## config.mk

```make
export PLATFORM = sky130hd
export DESIGN_NAME = reg_select_scoreboard
export DESIGN_NICKNAME = d
export VERILOG_FILES = /design/src/rtl/reg_sel_pkg.sv /design/src/rtl/reg_select_scoreboard_onehot_dec.sv /design/src/rtl/reg_select_scoreboard.sv
export SDC_FILE = /design/constraint.sdc
export NUM_CORES = 1
export LEC_CHECK = 0
export CORE_AREA = 2 2 103 105
export DETAILED_ROUTE_END_ITERATION = 10
export DIE_AREA = 0 0 105 107
export PLACE_DENSITY = 0.82
export REMOVE_ABC_BUFFERS = 1
export SLEW_MARGIN = 40
export SYNTH_ARGS = -nofsm -noshare
export SYNTH_HDL_FRONTEND = slang
export SYNTH_SLANG_ARGS = --single-unit
```

## constraint.sdc

```tcl
create_clock -name clock -period 15.33 [get_ports clock]
set_input_delay 3.066 -clock clock [delete_from_list [all_inputs] [get_ports clock]]
set_output_delay 3.066 -clock clock [all_outputs]
set_load 0.03 [all_outputs]
```

## src/rtl/reg_sel_pkg.sv

```systemverilog
// Shared definitions for the register-select / busy-scoreboard stage.
//   SEL_W_DEF : default register-field width
//   MAX_REGS  : widest one-hot vector the popcount helper handles
//   bit_pos   : register index -> one-hot bit position (MSB-first or LSB-first)
//   popcount  : number of set bits in a (zero-extended) register vector
package reg_sel_pkg;

  localparam int unsigned SEL_W_DEF = 4;
  localparam int unsigned MAX_REGS  = 256;

  function automatic int unsigned bit_pos(input int unsigned idx,
                                          input int unsigned nregs,
                                          input bit          msb_first);
    return msb_first ? (nregs - 1 - idx) : idx;
  endfunction

  function automatic int unsigned popcount(input logic [MAX_REGS-1:0] v);
    int unsigned n;
    n = 0;
    for (int unsigned i = 0; i < MAX_REGS; i++) begin
      if (v[i]) n++;
    end
    return n;
  endfunction

endpackage

```

## src/rtl/reg_select_scoreboard_onehot_dec.sv

```systemverilog
// Combinational register-field decoder.
//   field  : register index
//   en     : when low the output is all-zero
//   onehot : one-hot select, bit order set by MSB_FIRST
module onehot_dec
  import reg_sel_pkg::*;
#(
  parameter int unsigned SEL_W     = SEL_W_DEF,
  parameter bit          MSB_FIRST = 1'b1
) (
  input  logic [SEL_W-1:0]      field,
  input  logic                  en,
  output logic [(2**SEL_W)-1:0] onehot
);

  logic [SEL_W-1:0] pos;

  always_comb begin
    pos    = SEL_W'(bit_pos(32'(field), 2**SEL_W, MSB_FIRST));
    onehot = '0;
    if (en) onehot[pos] = 1'b1;
  end

endmodule

```

## src/rtl/reg_select_scoreboard.sv

```systemverilog
// Register-select stage with busy scoreboard.
//   clock, clear_n           : clock, async active-low reset
//   issue_valid/ready        : issue handshake (ready is combinational)
//   issue_we/dst/src_a/src_b : instruction register fields
//   wb_valid, wb_dst         : writeback from the result bus
//   out_valid, *_sel         : registered one-hot selects, one cycle after accept
//   busy, pending_cnt        : outstanding-write scoreboard and its popcount
//   wb_err                   : sticky, writeback to a non-busy register
module reg_select_scoreboard
  import reg_sel_pkg::*;
#(
  parameter int unsigned SEL_W     = SEL_W_DEF,
  parameter int unsigned NUM_REGS  = 2**SEL_W,
  parameter bit          MSB_FIRST = 1'b1,
  parameter bit          ZERO_REG  = 1'b1
) (
  input  logic                clock,
  input  logic                clear_n,
  input  logic                issue_valid,
  output logic                issue_ready,
  input  logic                issue_we,
  input  logic [SEL_W-1:0]    issue_dst,
  input  logic [SEL_W-1:0]    issue_src_a,
  input  logic [SEL_W-1:0]    issue_src_b,
  input  logic                wb_valid,
  input  logic [SEL_W-1:0]    wb_dst,
  output logic                out_valid,
  output logic [NUM_REGS-1:0] dst_sel,
  output logic [NUM_REGS-1:0] src_a_sel,
  output logic [NUM_REGS-1:0] src_b_sel,
  output logic [NUM_REGS-1:0] busy,
  output logic [SEL_W:0]      pending_cnt,
  output logic                wb_err
);

  localparam int unsigned CNT_W = SEL_W + 1;

  logic [NUM_REGS-1:0] dst_oh, a_oh, b_oh, wb_oh;
  logic [NUM_REGS-1:0] eff_busy, busy_nxt;
  logic [MAX_REGS-1:0] busy_ext;
  logic [CNT_W-1:0]    cnt_nxt;
  logic                dst_en, accept, wb_bad;

  // dst_oh already excludes no-write and hard-wired R0, so it doubles as
  // the write select and the scoreboard set mask.
  assign dst_en = issue_we && !(ZERO_REG && issue_dst == '0);

  onehot_dec #(.SEL_W(SEL_W), .MSB_FIRST(MSB_FIRST)) u_dec_dst (
    .field(issue_dst), .en(dst_en), .onehot(dst_oh));
  onehot_dec #(.SEL_W(SEL_W), .MSB_FIRST(MSB_FIRST)) u_dec_a (
    .field(issue_src_a), .en(1'b1), .onehot(a_oh));
  onehot_dec #(.SEL_W(SEL_W), .MSB_FIRST(MSB_FIRST)) u_dec_b (
    .field(issue_src_b), .en(1'b1), .onehot(b_oh));
  onehot_dec #(.SEL_W(SEL_W), .MSB_FIRST(MSB_FIRST)) u_dec_wb (
    .field(wb_dst), .en(wb_valid), .onehot(wb_oh));

  // Same-cycle writeback bypasses the hazard.
  assign eff_busy    = busy & ~wb_oh;
  assign issue_ready = ~|(eff_busy & a_oh) && ~|(eff_busy & b_oh) && ~|(eff_busy & dst_oh);
  assign accept      = issue_valid && issue_ready;
  assign wb_bad      = wb_valid && ~|(busy & wb_oh);

  // Set is ORed in after the clear so a same-cycle set wins.
  always_comb begin
    busy_nxt = (busy & ~wb_oh) | (dst_oh & {NUM_REGS{accept}});
    busy_ext = '0;
    busy_ext[NUM_REGS-1:0] = busy_nxt;
    cnt_nxt  = CNT_W'(popcount(busy_ext));
  end

  always_ff @(posedge clock or negedge clear_n) begin
    if (!clear_n) begin
      out_valid   <= 1'b0;
      dst_sel     <= '0;
      src_a_sel   <= '0;
      src_b_sel   <= '0;
      busy        <= '0;
      pending_cnt <= '0;
      wb_err      <= 1'b0;
    end else begin
      out_valid   <= accept;
      dst_sel     <= accept ? dst_oh : '0;
      src_a_sel   <= accept ? a_oh   : '0;
      src_b_sel   <= accept ? b_oh   : '0;
      busy        <= busy_nxt;
      pending_cnt <= cnt_nxt;
      if (wb_bad) wb_err <= 1'b1;
    end
  end

endmodule
```

==> results.yml, run 1 <==
outcome:
  run_status: "finished clean"
sta:
  setup-violations-final: 0
  min_period_over_period_pct: 91.8
  hold_viol_final: 0
  timing.final.max_slew_violations: 0
  slew_headroom_pct: 58.7
  final_period_minus_worst_setup_slack_ns: 14.07
  rsz0062_at_grt: "no"
  fin_skew_ns: 0.0172
  slew_worst_pin_ns: 0.616
  maximum_frequency_from_static_timing_analysis_mhz: 71.1
  fin_setup_tns_ns: 0
synthesis:
  netlist_area_pre_place_mm2: 0.00499
  synth_flop_cell: "sky130_fd_sc_hd__dfrtp_1"
  postSynthAreaPerCell_um2: 9.06
  yosysWarnings: 0
  synthCells: 551
  synth-async-reset-ratio_pct: 100
  synth_enable_flop_cells: 0
  synthDistinctLibCells: 78
  seq_area_frac_synth_pct: 35.6
  postSynthRegisterBits: 71
placed_design:
  numPortBuffers: 92
  dpl.hpwl_mm: 10.8
  gp_congestion: 0.946
  detailed_place.area_mm2: 0.00599
  count_of_placed_standard_cells_including_taps: 753
grt:
  grt_start_max_net_pins: 72
  gr-usage-all-layers_pct: 25.5
  grt_first_pass_wirelength_mm: 22.8
  grt_pass1_vias: 4431
  antenna_violations_before_repair: 0
  grt_overflow: 0
clock_network:
  cts_buffers: 9
  clock_tree.htree_level_count: 3
  cts.sink_count: 71
  cts.root.buffer_cell: "sky130_fd_sc_hd__clkbuf_8"
  cts.path.max_buffers: 2
  cts_tree: "done"
  cts.clk_slew.worst_paths_ns: 0.08
  clkLatencyLatePin_ns: 0.36
floorplanning:
  top_level_ports: 93
  chipWidth_um: 105
  num_rows: 37
  fp.coreArea_mm2: 0.0101
  effective_utilization_at_floorplan_pct: 49.5
  die_y_um: 107
  fp.dieArea_mm2: 0.0112
worst_setup_path:
  critPathMaxStageDelay_ns: 0.74
  cp_arrival_ns: 14.31
  crit_type: "in2reg"
  slowest_stage: "sky130_fd_sc_hd__clkdlybuf4s50_1"
  worst-endpoint-required_ns: 15.57
  worstReg2RegStart: "busy[2]"
  buf_inv_on_cp: 2
  worst_path_dominant_cell_family: "compound AO/OA/AOI/OAI gates"
  path_max_fanout: 46
  crit_path_frequent_cell: "sky130_fd_sc_hd__ha_1"
  worst_setup_path_end_kind: "flop"
  setup.worst_path.start_class: "input pin"
  crit_start: "wb_dst[2]"
cells_and_area:
  layout.cells.most_common: "sky130_fd_sc_hd__clkdlybuf4s50_1"
  layout-area-overhead-vs-synth_pct: 25.1
  diodes: 0
  layoutNonFillerInstCount: 772
  layout.nets: 669
  final_core_utilization_pct: 61.9
  mostFrequentLayoutCells: "91 x sky130_fd_sc_hd__clkdlybuf4s50_1, 71 x sky130_fd_sc_hd__dfrtp_1, 51 x sky130_fd_sc_hd__nand2_1, 33 x sky130_fd_sc_hd__nor2_1, 31 x sky130_fd_sc_hd__nor3_1"
  finalInstanceArea_mm2: 0.00624
  n_fill_cell: 902
  post_route_cells_drive_above_1_share_pct: 8.49
power:
  irDropWorstVdd_v: 0.000122
  pwr_density_cell_mw_per_mm2: 212
  power_uw: 1320
  leakage_uw: 0.00252
route:
  drt-vias-per-instance: 6.02
  drt_first_pass_iters: 6
  vias: 4644
  wl_per_cell_um: 18.3
  violation_count_after_the_first_detailed_route_iteration: 431
  postRouteWirelength_mm: 14.1
  antenna_violating_nets_post_route: 0
  route.detailed.drc: 0
hold_path:
  hold_path.startpoint: "wb_err"
  min_path_type: "reg2reg"
job:
  maxCapViolCount: 0
[repair_timing]
item,4_1_cts,5_1_grt
hold endpoints to repair,0,0
resized for setup,0,0
hold buffers,0,0
buffers inserted,0,3
endpoints found under the setup margin,0,1
[layer usage]
metal,global-route usage (%),part of all wire (%),vias up
li1,-,-,2182
met1,33.0,43,2238
met2,44.1,49,188
met3,4.38,5.9,36
met4,7.62,2.1,0
met5,0,0,-
[stage by stage]
stage	hold slack, ns	setup slack (ns)
after detailed placement	0.460	0.777
after global placement	0.459	1.19
after global routing	0.493	0.232
after floorplan	0.636	1.65
final	0.474	1.26
after CTS	0.479	1.12
[final timing paths]
check                            endpoint  slack (ns)  cells after the start
min                                wb_err        0.47                      1
max                        pending_cnt[4]        1.26                     48
max reg2reg                pending_cnt[4]        4.73                     46
min in group asynchronous         busy[3]        2.81                      2
min reg2reg                        wb_err        0.47                      1
max in group asynchronous         busy[1]       12.09                      2
[sequential cells by signal, indices dropped and copies added, names as in the netlist]
name and flops:
busy 16, dst_sel 16, out_valid 1, pending_cnt 5
src_a_sel 16, src_b_sel 16, wb_err 1
[area by class of cell]
cell class	instances	area, µm²	share of cell area [%]
Clock buffer	9	124	1.98
Tap cell	136	170	2.72
Clock inverter	7	103	1.64
Sequential cell	71	1780	28.5
Inverter	20	75.1	1.20
Multi-Input combinational cell	429	3020	48.3
Timing Repair Buffer	100	980	15.7
[Yosys cell counts, types with 3 or more instances]
| library cell | count | area share [%] |
|---|---|---|
| sky130_fd_sc_hd__a21oi_1 | 23 | 2.3 |
| sky130_fd_sc_hd__a31oi_1 | 8 | 1.0 |
| sky130_fd_sc_hd__and2_1 | 3 | 0.38 |
| sky130_fd_sc_hd__and3_1 | 6 | 0.75 |
| sky130_fd_sc_hd__buf_1 | 5 | 0.38 |
| sky130_fd_sc_hd__buf_2 | 4 | 0.40 |
| sky130_fd_sc_hd__clkbuf_1 | 19 | 1.4 |
| sky130_fd_sc_hd__dfrtp_1 | 71 | 36 |
| sky130_fd_sc_hd__ha_1 | 17 | 4.3 |
| sky130_fd_sc_hd__inv_1 | 15 | 1.1 |
| sky130_fd_sc_hd__inv_2 | 4 | 0.30 |
| sky130_fd_sc_hd__mux2i_1 | 6 | 1.2 |
| sky130_fd_sc_hd__nand2_1 | 51 | 3.8 |
| sky130_fd_sc_hd__nand2b_1 | 13 | 1.6 |
| sky130_fd_sc_hd__nand3_1 | 20 | 2.0 |
| sky130_fd_sc_hd__nand3b_1 | 10 | 1.5 |
| sky130_fd_sc_hd__nand4_1 | 5 | 0.63 |
| sky130_fd_sc_hd__nor2_1 | 33 | 2.5 |
| sky130_fd_sc_hd__nor2b_1 | 9 | 1.1 |
| sky130_fd_sc_hd__nor3_1 | 31 | 3.1 |
| sky130_fd_sc_hd__nor4_1 | 12 | 1.5 |
| sky130_fd_sc_hd__o2111ai_1 | 4 | 0.70 |
| sky130_fd_sc_hd__o211a_1 | 3 | 0.60 |
| sky130_fd_sc_hd__o211ai_1 | 6 | 0.90 |
| sky130_fd_sc_hd__o21a_1 | 6 | 0.90 |
| sky130_fd_sc_hd__o21ai_0 | 17 | 1.7 |
| sky130_fd_sc_hd__o21ai_1 | 8 | 0.80 |
| sky130_fd_sc_hd__o221ai_1 | 3 | 0.53 |
| sky130_fd_sc_hd__o22ai_1 | 11 | 1.4 |
| sky130_fd_sc_hd__o31a_1 | 3 | 0.53 |
| sky130_fd_sc_hd__o31ai_1 | 8 | 1.2 |
| sky130_fd_sc_hd__o32ai_1 | 5 | 0.88 |
| sky130_fd_sc_hd__or2_1 | 3 | 0.38 |
| sky130_fd_sc_hd__or2_2 | 4 | 0.50 |
| sky130_fd_sc_hd__or3_1 | 5 | 0.63 |
| sky130_fd_sc_hd__xnor2_1 | 26 | 4.6 |
| sky130_fd_sc_hd__xnor2_2 | 3 | 0.98 |
| sky130_fd_sc_hd__xnor2_4 | 3 | 1.7 |
| sky130_fd_sc_hd__xnor3_1 | 3 | 1.4 |
| sky130_fd_sc_hd__xor2_1 | 11 | 1.9 |
| sky130_fd_sc_hd__xor2_2 | 3 | 0.98 |
[worst reg2reg max path: cells and delay by family (launching register included)]
| kind | cells | cell delay (ns) |
|---|---|---|
| compound gates | 14 | 2.88 |
| xor+xnor | 6 | 1.19 |
| fa+ha+maj | 10 | 3.03 |
| buf+inv | 1 | 0.28 |
| flops | 1 | 0.46 |
| mux | 1 | 0.12 |
| simple gates | 14 | 2.54 |
[where the power goes]
part	leakage, µW	internal, µW	total (µW)	switching (µW)
registers	0.000963	205	221	15.1
clock network	0.000111	93.6	171	77.8
logic	0.00144	397	930	533
total	0.00252	696	1320	626
[cells by family after synthesis]
family / synth area share [%]
adders and majority gates: 4.26
xor gates and xnor gates: 12.5
muxes: 1.65
DFF: 35.6
buffers and inverters: 4.31
other: 0.0751
AOI/OAI and AO/OA: 19.2
and+or+nand+nor: 22.5
Power figures use the tool's default switching activity.
==> inputs of run 2 (changes only) <==
--- a/config.mk
+++ b/config.mk
@@ -9,7 +9,6 @@
 export DETAILED_ROUTE_END_ITERATION = 10
 export DIE_AREA = 0 0 105 107
 export PLACE_DENSITY = 0.82
-export REMOVE_ABC_BUFFERS = 1
 export SLEW_MARGIN = 40
 export SYNTH_ARGS = -nofsm -noshare
 export SYNTH_HDL_FRONTEND = slang
==> run 2 against run 1 <==
Sequential power barely moved. Combinational power is 0.6% higher. Clock-buffer cell count unchanged. Routed wire length down 0.91%. Sequential share of layout area barely moved. Clock power about the same. First-iteration DRC count rose by 3.2%. Die area is the same. Critical endpoint unchanged.
==> results.yml, run 2 (synthesized netlist as in run 1, its figures left out) <==
placed_design:
  detailed_place.area_mm2: 0.00598
  numPortBuffers: 92
  gp_congestion: 1.10
  dpl.hpwl_mm: 10.8
worst_setup_path:
  cp_arrival_ns: 14.38
  path_max_fanout: 46
  crit_end: "pending_cnt[4]"
  setup.worst_path.start_class: "input pin"
  worstReg2RegStart: "busy[2]"
  worst_setup_path_end_kind: "flop"
  crit_start: "wb_dst[2]"
  reg2regPathDepth: 46
  rrSetupSlack_ns: 4.72
  crit_path_frequent_cell: "sky130_fd_sc_hd__ha_1"
  worst-endpoint-required_ns: 15.61
  critPathMaxStageDelay_ns: 0.75
  slowest_stage: "sky130_fd_sc_hd__clkdlybuf4s50_1"
  crit_type: "in2reg"
  worst_r2r_endpoint: "pending_cnt[4]"
clock_network:
  cts.root.buffer_cell: "sky130_fd_sc_hd__clkbuf_8"
  clkLatencyLatePin_ns: 0.35
  clock_tree.htree_level_count: 3
  cts_tree: "done"
  cts.clk_slew.worst_paths_ns: 0.08
  post_cts_resize_count: 0
  cts_buffers: 9
  cts.path.max_buffers: 2
  cts.sink_count: 71
  cts_hold_repair.buffers: 0
  post_cts_repair_timing_setup_buffer_count: 0
route:
  drt-vias-per-instance: 6.05
  route.detailed.drc: 0
  drt_first_pass_iters: 8
  wl_per_cell_um: 18.1
  violation_count_after_the_first_detailed_route_iteration: 445
  antenna_violating_nets_post_route: 0
  vias: 4668
  postRouteWirelength_mm: 14.0
power:
  irDropWorstVdd_v: 0.000257
  leakage_uw: 0.00251
  power.switching_fraction_pct: 47.5
  p_int_uw: 696
  power_uw: 1330
  relative_contribution_of_the_clock_network_to_total_power_pct: 12.8
  pwr-share-seq_pct: 16.6
  pwr_density_cell_mw_per_mm2: 213
  power.combinational.fraction_pct: 70.6
  p_sw_uw: 630
floorplanning:
  fp.dieArea_mm2: 0.0112
  chipWidth_um: 105
  top_level_ports: 93
  die_y_um: 107
  fp.coreArea_mm2: 0.0101
  effective_utilization_at_floorplan_pct: 49.5
  num_rows: 37
sta:
  setup-violations-final: 0
  maximum_frequency_from_static_timing_analysis_mhz: 70.9
  fin_skew_ns: 0.0140
  hold_viol_final: 0
  timing.final.max_slew_violations: 0
  min_period_over_period_pct: 92.0
  fin_setup_tns_ns: 0
  final_period_minus_worst_setup_slack_ns: 14.10
  slew_worst_pin_ns: 0.810
  timing.hold.ws_ns: 0.505
  rsz0062_at_grt: "no"
  slew_headroom_pct: 45.5
grt:
  grt_pass1_vias: 4504
  gr-usage-all-layers_pct: 25.5
  grt_overflow: 0
  antenna_violations_before_repair: 0
  grt_first_pass_wirelength_mm: 22.9
  grt_start_max_net_pins: 72
cells_and_area:
  finalInstanceArea_mm2: 0.00623
  seqCellArea_mm2: 0.00178
  n_fill_cell: 881
  layout-area-overhead-vs-synth_pct: 24.9
  mostFrequentLayoutCells: "91 x sky130_fd_sc_hd__clkdlybuf4s50_1, 71 x sky130_fd_sc_hd__dfrtp_1, 51 x sky130_fd_sc_hd__nand2_1, 33 x sky130_fd_sc_hd__nor2_1, 31 x sky130_fd_sc_hd__nor3_1"
  post_route_cells_drive_above_1_share_pct: 8.18
  diodes: 0
  multi_input_area_mm2: 0.00301
  layout.nets: 669
  layout.cells.most_common: "sky130_fd_sc_hd__clkdlybuf4s50_1"
outcome:
  run_status: "finished clean"
hold_path:
  min_path_type: "reg2reg"
synthesis:
  synth_nets: 589
job:
  maxCapViolCount: 0
-- run 2: changes by cell type in the layout (fill, tap and decap cells not counted) --
cell,before,now
sky130_fd_sc_hd__o31ai_1,6,8
sky130_fd_sc_hd__o31ai_2,2,0
-- run 2: power groups by stage --
stage               clock [µW]  combinational, µW  sequential [µW]
floorplan                    0                710              250
global placement             0                878              224
detailed placement           0                920              223
CTS                        172                927              220
global route               179               1030              221
finish                     169                936              220
-- run 2: through the flow --
stage / instances / utilization [%] / worst slack, ns
after floorplan: 551 / - / 2.38
after global routing: 772 / 61.8 / 0.328
final: 772 / 61.8 / 1.23
after detailed placement: 753 / 59.3 / 0.870
after CTS: 769 / 61.5 / 1.24
after global placement: 753 / 59.3 / 1.31
-- run 2: worst min path at each step --
stage          cells past startpoint  slack, ns  endpoint    from
2_1_floorplan                      1       0.64    wb_err  wb_err
3_3_place_gp                       1       0.49    wb_err  wb_err
3_5_place_dp                       1       0.48    wb_err  wb_err
4_1_cts                            1       0.50    wb_err  wb_err
5_1_grt                            1       0.54    wb_err  wb_err
6_report                           1       0.51    wb_err  wb_err
-- run 2: per-layer routing --
layer / share of wire [%] / track usage (%)
met3: 7.0 / 4.68
met5: 0 / 0
met2: 48 / 43.0
met4: 4.5 / 12.9
met1: 41 / 31.5
-- run 2: layout make-up --
cell class	count	share of cell area, %
clock inverters	7	1.65
multi-input cells	429	48.2
clock buffers	9	1.99
well taps	136	2.73
repair buffers	100	15.7
flip-flops and latches	71	28.5
inverters	20	1.20
-- run 2: worst max-delay path: cells and delay by family --
kind,cells,cell delay [ns]
AO/OA/AOI/OAI,14,3.09
multiplexers,1,0.13
XOR/XNOR,6,1.19
AND/OR/NAND/NOR,15,2.83
buffers and inverters,2,1.03
adder cells (fa/ha/maj),10,3.04
